## src/rtl/morse_pkg.sv

```systemverilog
// morse_pkg
//   Shared types and defaults for the Morse game round controller.
//   - state_t : round controller FSM state, 3-bit encoding
//   - bcd_t   : one BCD digit (0..9)
//   - *_DEF   : default LIVES / WIN_SCORE / WARN_DIGIT parameter values
//   - MAX_BCD : largest legal BCD digit
package morse_pkg;

  typedef enum logic [2:0] {
    ST_IDLE = 3'd0,
    ST_LOAD = 3'd1,
    ST_ARM  = 3'd2,
    ST_RUN  = 3'd3,
    ST_HIT  = 3'd4,
    ST_MISS = 3'd5,
    ST_WIN  = 3'd6,
    ST_LOSE = 3'd7
  } state_t;

  typedef logic [3:0] bcd_t;

  localparam int   LIVES_DEF      = 3;
  localparam int   WIN_SCORE_DEF  = 9;
  localparam int   WARN_DIGIT_DEF = 2;
  localparam bcd_t MAX_BCD        = 4'd9;

endpackage

```

## src/rtl/bcd_sat_counter.sv

```systemverilog
// bcd_sat_counter
//   Single BCD digit up counter that stops at 9 instead of wrapping.
//   Ports:
//     i_clk   : clock, rising edge
//     i_rst_n : asynchronous active-low reset (count -> 0)
//     i_clr   : synchronous clear, has priority over i_inc
//     i_inc   : increment by one (no effect once the count is 9)
//     o_q     : current count
module bcd_sat_counter
  import morse_pkg::*;
(
  input  logic       i_clk,
  input  logic       i_rst_n,
  input  logic       i_clr,
  input  logic       i_inc,
  output logic [3:0] o_q
);

  bcd_t r_q;

  always_ff @(posedge i_clk or negedge i_rst_n) begin
    if (!i_rst_n) begin
      r_q <= '0;
    end else if (i_clr) begin
      r_q <= '0;
    end else if (i_inc && (r_q < MAX_BCD)) begin
      r_q <= r_q + 4'd1;
    end
  end

  assign o_q = r_q;

endmodule

```

## src/rtl/morse_round_ctrl.sv

```systemverilog
// morse_round_ctrl
//   Round controller for the Morse game. Drives the round timer (enable,
//   reconfig), watches its TimeOut/ones outputs, scores guesses, tracks lives
//   and declares win or lose.
//   Ports:
//     clk           : clock, rising edge
//     rst           : asynchronous active-low reset
//     start         : pulse, starts a game from IDLE / WIN / LOSE
//     guess_valid   : pulse, a guess completed this cycle
//     guess_correct : qualifies guess_valid
//     TimeOut       : timer expired (level)
//     ones          : timer ones BCD digit
//     enable        : timer run enable (ARM, RUN)
//     reconfig      : one-cycle timer reload (LOAD)
//     round_active  : high in ARM and RUN
//     warn          : round_active and ones <= WARN_DIGIT (combinational)
//     score         : BCD count of correct rounds
//     lives         : remaining lives
//     win / lose    : high while in WIN / LOSE
module morse_round_ctrl
  import morse_pkg::*;
#(
  parameter int LIVES      = LIVES_DEF,
  parameter int WIN_SCORE  = WIN_SCORE_DEF,
  parameter int WARN_DIGIT = WARN_DIGIT_DEF
) (
  input  logic       clk,
  input  logic       rst,
  input  logic       start,
  input  logic       guess_valid,
  input  logic       guess_correct,
  input  logic       TimeOut,
  input  logic [3:0] ones,
  output logic       enable,
  output logic       reconfig,
  output logic       round_active,
  output logic       warn,
  output logic [3:0] score,
  output logic [1:0] lives,
  output logic       win,
  output logic       lose
);

  localparam logic [1:0] LIVES_INIT = 2'(LIVES);
  localparam bcd_t       WIN_BCD    = 4'(WIN_SCORE);
  localparam bcd_t       WARN_BCD   = 4'(WARN_DIGIT);

  state_t     r_state;
  state_t     w_next;
  logic [1:0] r_lives;
  bcd_t       w_score;
  bcd_t       w_score_nxt;
  logic       w_score_clr;
  logic       w_score_inc;
  logic       w_lives_load;
  logic       w_lives_dec;

  // Score value after this cycle's HIT increment, saturated like the counter.
  assign w_score_nxt = (w_score < MAX_BCD) ? (w_score + 4'd1) : w_score;

  always_ff @(posedge clk or negedge rst) begin
    if (!rst) begin
      r_state <= ST_IDLE;
    end else begin
      r_state <= w_next;
    end
  end

  always_comb begin
    w_next       = r_state;
    w_score_clr  = 1'b0;
    w_score_inc  = 1'b0;
    w_lives_load = 1'b0;
    w_lives_dec  = 1'b0;
    case (r_state)
      ST_IDLE, ST_WIN, ST_LOSE: begin
        if (start) begin
          w_next       = ST_LOAD;
          w_score_clr  = 1'b1;
          w_lives_load = 1'b1;
        end
      end
      ST_LOAD: w_next = ST_ARM;
      // One blind cycle: the timer's registered TimeOut may still show the
      // previous round's expiry.
      ST_ARM:  w_next = ST_RUN;
      ST_RUN: begin
        // A guess outranks a simultaneous timeout.
        if (guess_valid) begin
          w_next = guess_correct ? ST_HIT : ST_MISS;
        end else if (TimeOut) begin
          w_next = ST_MISS;
        end
      end
      ST_HIT: begin
        w_score_inc = 1'b1;
        w_next      = (w_score_nxt == WIN_BCD) ? ST_WIN : ST_LOAD;
      end
      ST_MISS: begin
        w_lives_dec = 1'b1;
        w_next      = (r_lives <= 2'd1) ? ST_LOSE : ST_LOAD;
      end
      default: w_next = ST_IDLE;
    endcase
  end

  always_ff @(posedge clk or negedge rst) begin
    if (!rst) begin
      r_lives <= LIVES_INIT;
    end else if (w_lives_load) begin
      r_lives <= LIVES_INIT;
    end else if (w_lives_dec && (r_lives != 2'd0)) begin
      r_lives <= r_lives - 2'd1;
    end
  end

  bcd_sat_counter u_score (
    .i_clk   (clk),
    .i_rst_n (rst),
    .i_clr   (w_score_clr),
    .i_inc   (w_score_inc),
    .o_q     (w_score)
  );

  assign round_active = (r_state == ST_ARM) || (r_state == ST_RUN);
  assign enable       = round_active;
  assign reconfig     = (r_state == ST_LOAD);
  assign win          = (r_state == ST_WIN);
  assign lose         = (r_state == ST_LOSE);
  assign warn         = round_active && (ones <= WARN_BCD);
  assign score        = w_score;
  assign lives        = r_lives;

endmodule

```

## config.mk

```make
export PLATFORM = sky130hd
export DESIGN_NAME = morse_round_ctrl
export DESIGN_NICKNAME = d
export VERILOG_FILES = /design/src/rtl/morse_pkg.sv /design/src/rtl/bcd_sat_counter.sv /design/src/rtl/morse_round_ctrl.sv
export SDC_FILE = /design/constraint.sdc
export NUM_CORES = 1
export LEC_CHECK = 0
export BUFFER_PORTS_ARGS = -buffer_cell sky130_fd_sc_hd__buf_2
export CAP_MARGIN = 10
export CORE_UTILIZATION = 47
export CTS_BUF_LIST = sky130_fd_sc_hd__clkbuf_16
export DETAILED_ROUTE_END_ITERATION = 16
export PLACE_DENSITY = 0.82
export RECOVER_POWER = 100
export REMOVE_ABC_BUFFERS = 1
export SLEW_MARGIN = 15
export SYNTH_ARGS = -nofsm -noshare
export SYNTH_HDL_FRONTEND = slang
export SYNTH_SLANG_ARGS = --single-unit
```

## constraint.sdc

```tcl
create_clock -name clk -period 3.6 [get_ports clk]
set_clock_uncertainty 0.05 [all_clocks]
set_input_delay 0.18 -clock clk [delete_from_list [all_inputs] [get_ports clk]]
set_output_delay 0.18 -clock clk [all_outputs]
set_load 0.05 [all_outputs]
```

==> results of run 1 <==
stage by stage:
step                      setup slack [ns]  hold WS, ns
final                                1.543       0.1969
after global routing                 1.341       0.2153
after CTS                            1.602       0.1946
after detailed placement             1.614     -0.01005
after global placement               1.665     -0.01050
after floorplan                      1.127      -0.1656
cell usage in the layout (no fill, tap or decap), types with 3 or more instances in the layout:
cell,instances
clkbuf_16,3
nand2b_1,5
nand2_1,7
buf_2,8
clkbuf_1,13
nand3_1,3
dfrtp_1,7
nor3_1,3
xnor2_1,3
ha_1,6
inv_1,7
nor2_1,8
metal layers:
metal	up-vias	part of all wire, %	GRT usage [%]
met5	-	0	0
met4	0	1.5	7.258
met3	4	4.1	9.783
met2	18	49	35.16
met1	301	45	28.52
li1	332	-	-
path summary, 6_finish.rpt:
check / end / cells after the start
worst max-delay path: r_state[1]$_DFFE_PN0P_ / 6
max in group asynchronous: lives[1]$_DFFE_PN1P_ / 2
worst min register to register: lives[1]$_DFFE_PN1P_ / 2
worst min-delay path: lives[0]$_DFFE_PN1P_ / 3
worst max register to register: r_state[1]$_DFFE_PN0P_ / 6
min in group asynchronous: r_state[1]$_DFFE_PN0P_ / 2
power by group through the flow:
stage | registers [mW] | logic (mW) | clock network (mW)
after CTS | 0.183 | 0.353 | 0.199
final | 0.179 | 0.332 | 0.195
after global placement | 0.183 | 0.344 | 0
after floorplan | 0.197 | 0.263 | 0
after detailed placement | 0.184 | 0.351 | 0
after global routing | 0.185 | 0.369 | 0.203
flip-flops by register name, indices dropped and copies added, names as in the netlist:
| name | flops |
|---|---|
| u_score.o_q | 4 |
| lives | 2 |
| r_state | 3 |
layout make-up:
type / count / area share [%]
multi-input combinational: 62 / 47.91
clock inverter: 1 / 0.5772
inverter: 7 / 3.030
sequential: 9 / 26.26
clock buffer: 3 / 8.658
tap: 15 / 2.165
timing repair buffer: 22 / 11.40
repair_timing:
item | CTS | global route
endpoints found under the hold margin | 9 | 0
hold buffers | 1 | 0
setup endpoints to repair | 0 | 0
cells by family after synthesis:
| group | count (synthesis) | synth area share [%] |
|---|---|---|
| buf+inv | 11 | 7.094 |
| flops | 9 | 31.49 |
| simple gates | 35 | 26.99 |
| compound gates | 17 | 19.03 |
| mux | 1 | 1.384 |
| fa+ha+maj | 6 | 10.38 |
| xor+xnor | 3 | 3.634 |
critical path: stages (launching register included):
cell and delay [ns]:
dfrtp_1 0.43, inv_1 0.07, ha_1 0.31, or4b_1 0.50, a21oi_1 0.20, nor2_1 0.06, o41ai_1 0.32
==> results.md, run 1 <==
- Status: completed
- Largest net degree at the start of global routing: 14
- Total wire length: 1.555 mm
- Routability congestion estimate from global placement: 0.8562
- Die W: 41.23 um
- Fmax achieved: between 0.4 and 0.5 GHz
- Cell count after synthesis: 82
- Worst Hold Class: primary input to flop
- Post-synth EDFFs: 0
- Post-Syn Area: 723.2 um^2
- # fillers: 139
- Largest area contributor in the netlist: dfrtp_1
- Placed cell areas: between 800 and 900 um^2
- CP Launch Type: flop
- Core area: 1366 um^2
- Crit path arrival time: 2.13 ns
- I/O pins: 22
- Vias: 655
- Clock tree buffer depth: 2
- Clock Latency Late Sink: 0.23 ns
- Critical path required time: 3.67 ns
- Setup Total Neg Slack: 0 ns
- YS warnings: 0
- Slew Viols, Final: 0
- Iter 0 DRT Violations: 13
- Post-DP HPWL: 1.139 mm
- #FFs+latches synth: 9
- Worst-path clk slew: ~0.040 ns
- CTS tree: done
- Rows: 13
- Comb power frac: 47.0%
- Top cell type's share of synthesized area: about a quarter
- N_diodes: 0
- Via/cell ratio: approximately 5.5
- Mapped Avg Cell Area: about 8.8 um^2
- H-tree depth: 1
- Area occupied by multi-input gates: ~420 um^2
- Slew HR: between 50% and 60%
- Layout cell share with drive strength beyond 1: about 14%
- Hold Vio Cnt, Final: 0
- Net Sw Frac: 46.32%
- Period utilisation layout: 57.14%
- DIE AREA: roughly 1700 um^2
- Synth area leaders: dfrtp_1 (24%), ha_1 (10%), dfstp_2 (7.3%)
- Most used DFF post-synth: dfrtp_1
- Post-synth top cells: nor2_1 (8), dfrtp_1 (7), inv_1 (7), nand2_1 (7), ha_1 (6)
- IO buf count: 21
- Cells after DPL: 114
- Sw power: 0.3271 mW
- Crit Path Max Fanout: 7
- CP Launch Point: u_score.o_q[0]$_DFFE_PN0P_
- Tot Pwr: around 0.71 mW
- Final setup fails: 0
- Layout area overhead: 19.90%
- Flop pwr share: 25.3%
- Min-delay src: start
- Peak VDD IR: 0.0004159 V
- Cell area after layout: around 870 um^2
- # Post-CTS Setup Buffers: 0
- RSZ-0062 raised after global routing: false
- Vias in the first global route: 557
- Netlist cell types: 35
- Setup CP Type: flop to flop
- DR pass1 iterations: 4
- Initial antenna violation count: 0
- Worst R2R Setup Slack: roughly 1.5 ns
- Post-DRT Antenna Nets: 0
- Critical path endpoint category: flop
- Die Height: 41.23 um
- Total CTS buffers: 3
- Routed WL per cell: 13.07 um
- Clock power share: 27.6%
- Total grt overflow: 0
- Cell internal pwr: 0.3790 mW
- Post-layout net count: about 120
- Sequential area share after synthesis: between 30% and 40%
- Layout Utilization: 63.46%
- Reg2reg start: u_score.o_q[0]$_DFFE_PN0P_
- CTS-repair resized insts: 0
- Most common cell in the synthesized netlist: nor2_1
- FF+latch area: 227.7 um^2
- DRC violations left: 0
- Worst-Margin Slew: 0.6173 ns
- Leak Pwr: slightly below 0.4 nW
- Pwr/cell area: 814.3 nW/um^2
- Root Driver: clkbuf_16
- First-pass GRT wire length: 2.428 mm
- FFs w/ async S/R, synth: between 90% and 100%
- Clock sink total: 9
- Initial Util: a little over half
- MaxCap Viol Count: 0
- Final min period: 2.057 ns
- Non-filler instance count after layout: 119
- GR Util All Layers: 22.80%
(Power assumes the default switching activity.)
==> inputs of run 2 (changes only) <==
==> constraint.sdc (replaced) <==
create_clock -name clk -period 1.9 [get_ports clk]
set_clock_uncertainty 0.05 [all_clocks]
set_input_delay 0.095 -clock clk [delete_from_list [all_inputs] [get_ports clk]]
set_output_delay 0.095 -clock clk [all_outputs]
set_load 0.05 [all_outputs]
==> run 2 against run 1 <==
Against the previous run:
- the flow now finishes with violations (negative setup slack)
- maximum frequency grew 3.6%
- total power up 120%
- cell count is 7.6% higher
- highest routed layer is now met3
- first-iteration DRC count grew 140%
- worst setup slack got worse by 1.6 ns
==> results.md, run 2 (same netlist as run 1, synthesis figures left out) <==
- Critical path endpoint category: flop
- Layout area overhead: 42.39%
- Largest stage delay, worst path: 0.53 ns (+0.03 ns)
- CP max stage cell: or4b_4
- Setup ws final: -0.08446 ns (-1.628 ns)
- Vias in the first global route: 625 (+12%)
- Critical path depth in cells: 6 (unchanged)
- Iter 0 DRT Violations: 31 (+18)
- Crit path arrival time: 2.06 ns (-0.07 ns)
- Placed cell areas: 852.1 um^2 (+3.7%)
- CP Launch Point: u_score.o_q[1]$_DFFE_PN0P_
- CP Launch Type: flop
- Dpl ws: -0.03700 ns (-1.651 ns)
- Status: finished, violations left
- Total wire length: 1.943 mm (+25%)
- Most frequent cells in the layout: buf_2 (20), buf_4 (8)
- Largest register FFs: 4 (unchanged)
- Worst path cell trace: buf_4, ha_4, or4b_4, a21oi_4, nor2_2, o41ai_2
- Initial antenna violation count: 0 (unchanged)
- Tot Pwr: 1.519 mW (+120%)
- Root Driver: clkbuf_16
- N_diodes: 0 (unchanged)
- Worst-path clk slew: 0.04 ns (about the same)
- Min-delay src: start
- Cells after DPL: 118 (+3.5%)
- Clock sink total: 9 (unchanged)
- Reg2reg path depth: 6 (unchanged)
- DR pass1 iterations: 4 (unchanged)
- Total grt overflow: 0 (unchanged)
- I/O pins: 22 (unchanged)
- IO buf count: 21 (unchanged)
- Hold depth: 3 (unchanged)
- Clock tree buffer depth: 2 (unchanged)
- # fillers: 93 (-33%)
- Period utilisation layout: 104.4% (+47 points)
- Vias: 721 (+10%)
- Die Height: 41.23 um (unchanged)
- Rows: 13 (unchanged)
- CP Buf/Inv Count: 1 (unchanged)
- Area occupied by multi-input gates: 491.7 um^2 (+18%)
- Die W: 41.23 um (unchanged)
- Fmax achieved: 0.5039 GHz (+3.6%)
- Crit Path Max Fanout: 4 (-3)
- Peak VDD IR: 0.001213 V (+190%)
- FF+latch area: 227.7 um^2 (unchanged)
- Top delay family on crit path: simple AND/OR/NAND/NOR gates
- Final min period: 1.984 ns (-0.07241 ns)
- Post-DRT Antenna Nets: 0 (unchanged)
- Initial Util: 52.93% (unchanged)
- H-tree depth: 1 (unchanged)
- Routed WL per cell: 15.18 um (+16%)
- Final setup fails: 1 (+1)
- Setup CP Type: flop to flop
- Routability congestion estimate from global placement: 0.8080 (-5.6%)
- Core area: 1366 um^2 (unchanged)
- RSZ-0062 raised after global routing: true
- Hold Slack: 0.1104 ns (-0.08651 ns)
- DIE AREA: 1700 um^2 (unchanged)
- Hold Vio Cnt, Final: 0 (unchanged)
- Reg2reg start: u_score.o_q[1]$_DFFE_PN0P_
- Cell area after layout: 1030 um^2 (+19%)
- Total CTS buffers: 3 (unchanged)
- DRC violations left: 0 (unchanged)
- Layout cell share with drive strength beyond 1: 39.82% (+25 points)
- Leading cell type in the layout, fill and taps excluded: buf_2
- First-pass GRT wire length: 2.911 mm (+20%)
- Critical path required time: 1.98 ns (-1.69 ns)
- Slew Viols, Final: 0 (unchanged)
- Post-DP HPWL: 1.372 mm (+20%)
- CTS tree: done
- Post-layout net count: 130 (+7.4%)
- Setup Total Neg Slack: -0.08446 ns (-0.08446 ns)
- Worst-Margin Slew: 0.5287 ns (-0.08864 ns)
- GR Util All Layers: 27.58% (+4.8 points)
- Layout Utilization: 75.37% (+12 points)
- Pwr/cell area: 1476 nW/um^2 (+81%)
- Non-filler instance count after layout: 128 (+7.6%)
- Leak Pwr: 0.4951 nW (+26%)
- Failing checks: negative setup slack
- Slew HR: 64.75% (+5.7 points)
- Worst Hold Class: primary input to flop
- MaxCap Viol Count: 0 (unchanged)
- Clock Latency Late Sink: 0.23 ns (about the same)
- Largest net degree at the start of global routing: 14 (unchanged)
- Via/cell ratio: 5.633 (+2.3%)
-- run 2: what timing repair did --
item,4_1_cts,5_1_grt
hold endpoints to repair,9,0
setup endpoints to repair,2,3
hold buffers,1,0
resized for setup,5,3
pin swaps,1,6
buffers inserted,1,4
-- run 2: worst paths after layout --
check,to,slack (ns)
setup / recovery,r_state[1]$_DFFE_PN0P_,-0.08
hold / removal,lives[0]$_DFFE_PN1P_,0.11
setup reg to reg,r_state[1]$_DFFE_PN0P_,-0.08
hold reg to reg,lives[1]$_DFFE_PN1P_,0.49
max in group asynchronous,lives[1]$_DFFE_PN1P_,1.14
min in group asynchronous,u_score.o_q[0]$_DFFE_PN0P_,0.30
-- run 2: routing by layer --
layer	track usage, %	up-vias	wire [um]
met5	0	-	0
met4	2.419	0	0
met1	32.89	339	831
li1	-	354	-
met2	48.83	28	999
met3	9.783	0	111
-- run 2: final cells by class --
| type | instances | area share [%] |
|---|---|---|
| Multi-Input combinational cell | 62 | 47.75 |
| Sequential cell | 9 | 22.11 |
| Timing Repair Buffer | 31 | 17.98 |
| Clock buffer | 3 | 7.290 |
| Inverter | 7 | 2.552 |
| Tap cell | 15 | 1.823 |
| Clock inverter | 1 | 0.4860 |
-- run 2: power breakdown --
group / switching (mW) / internal (mW) / total (mW)
combinational: 0.525 / 0.297 / 0.821
clock: 0.0930 / 0.277 / 0.370
sequential: 0.0869 / 0.241 / 0.328
total: 0.705 / 0.815 / 1.52
-- run 2: worst register-to-register path, delay by kind of cell, from the launching register on --
kind	cells	cell delay (ns)
and+or+nand+nor	2	0.61
adders and majority gates	1	0.15
DFF	1	0.40
AOI/OAI and AO/OA	2	0.52
buffers and inverters	1	0.15
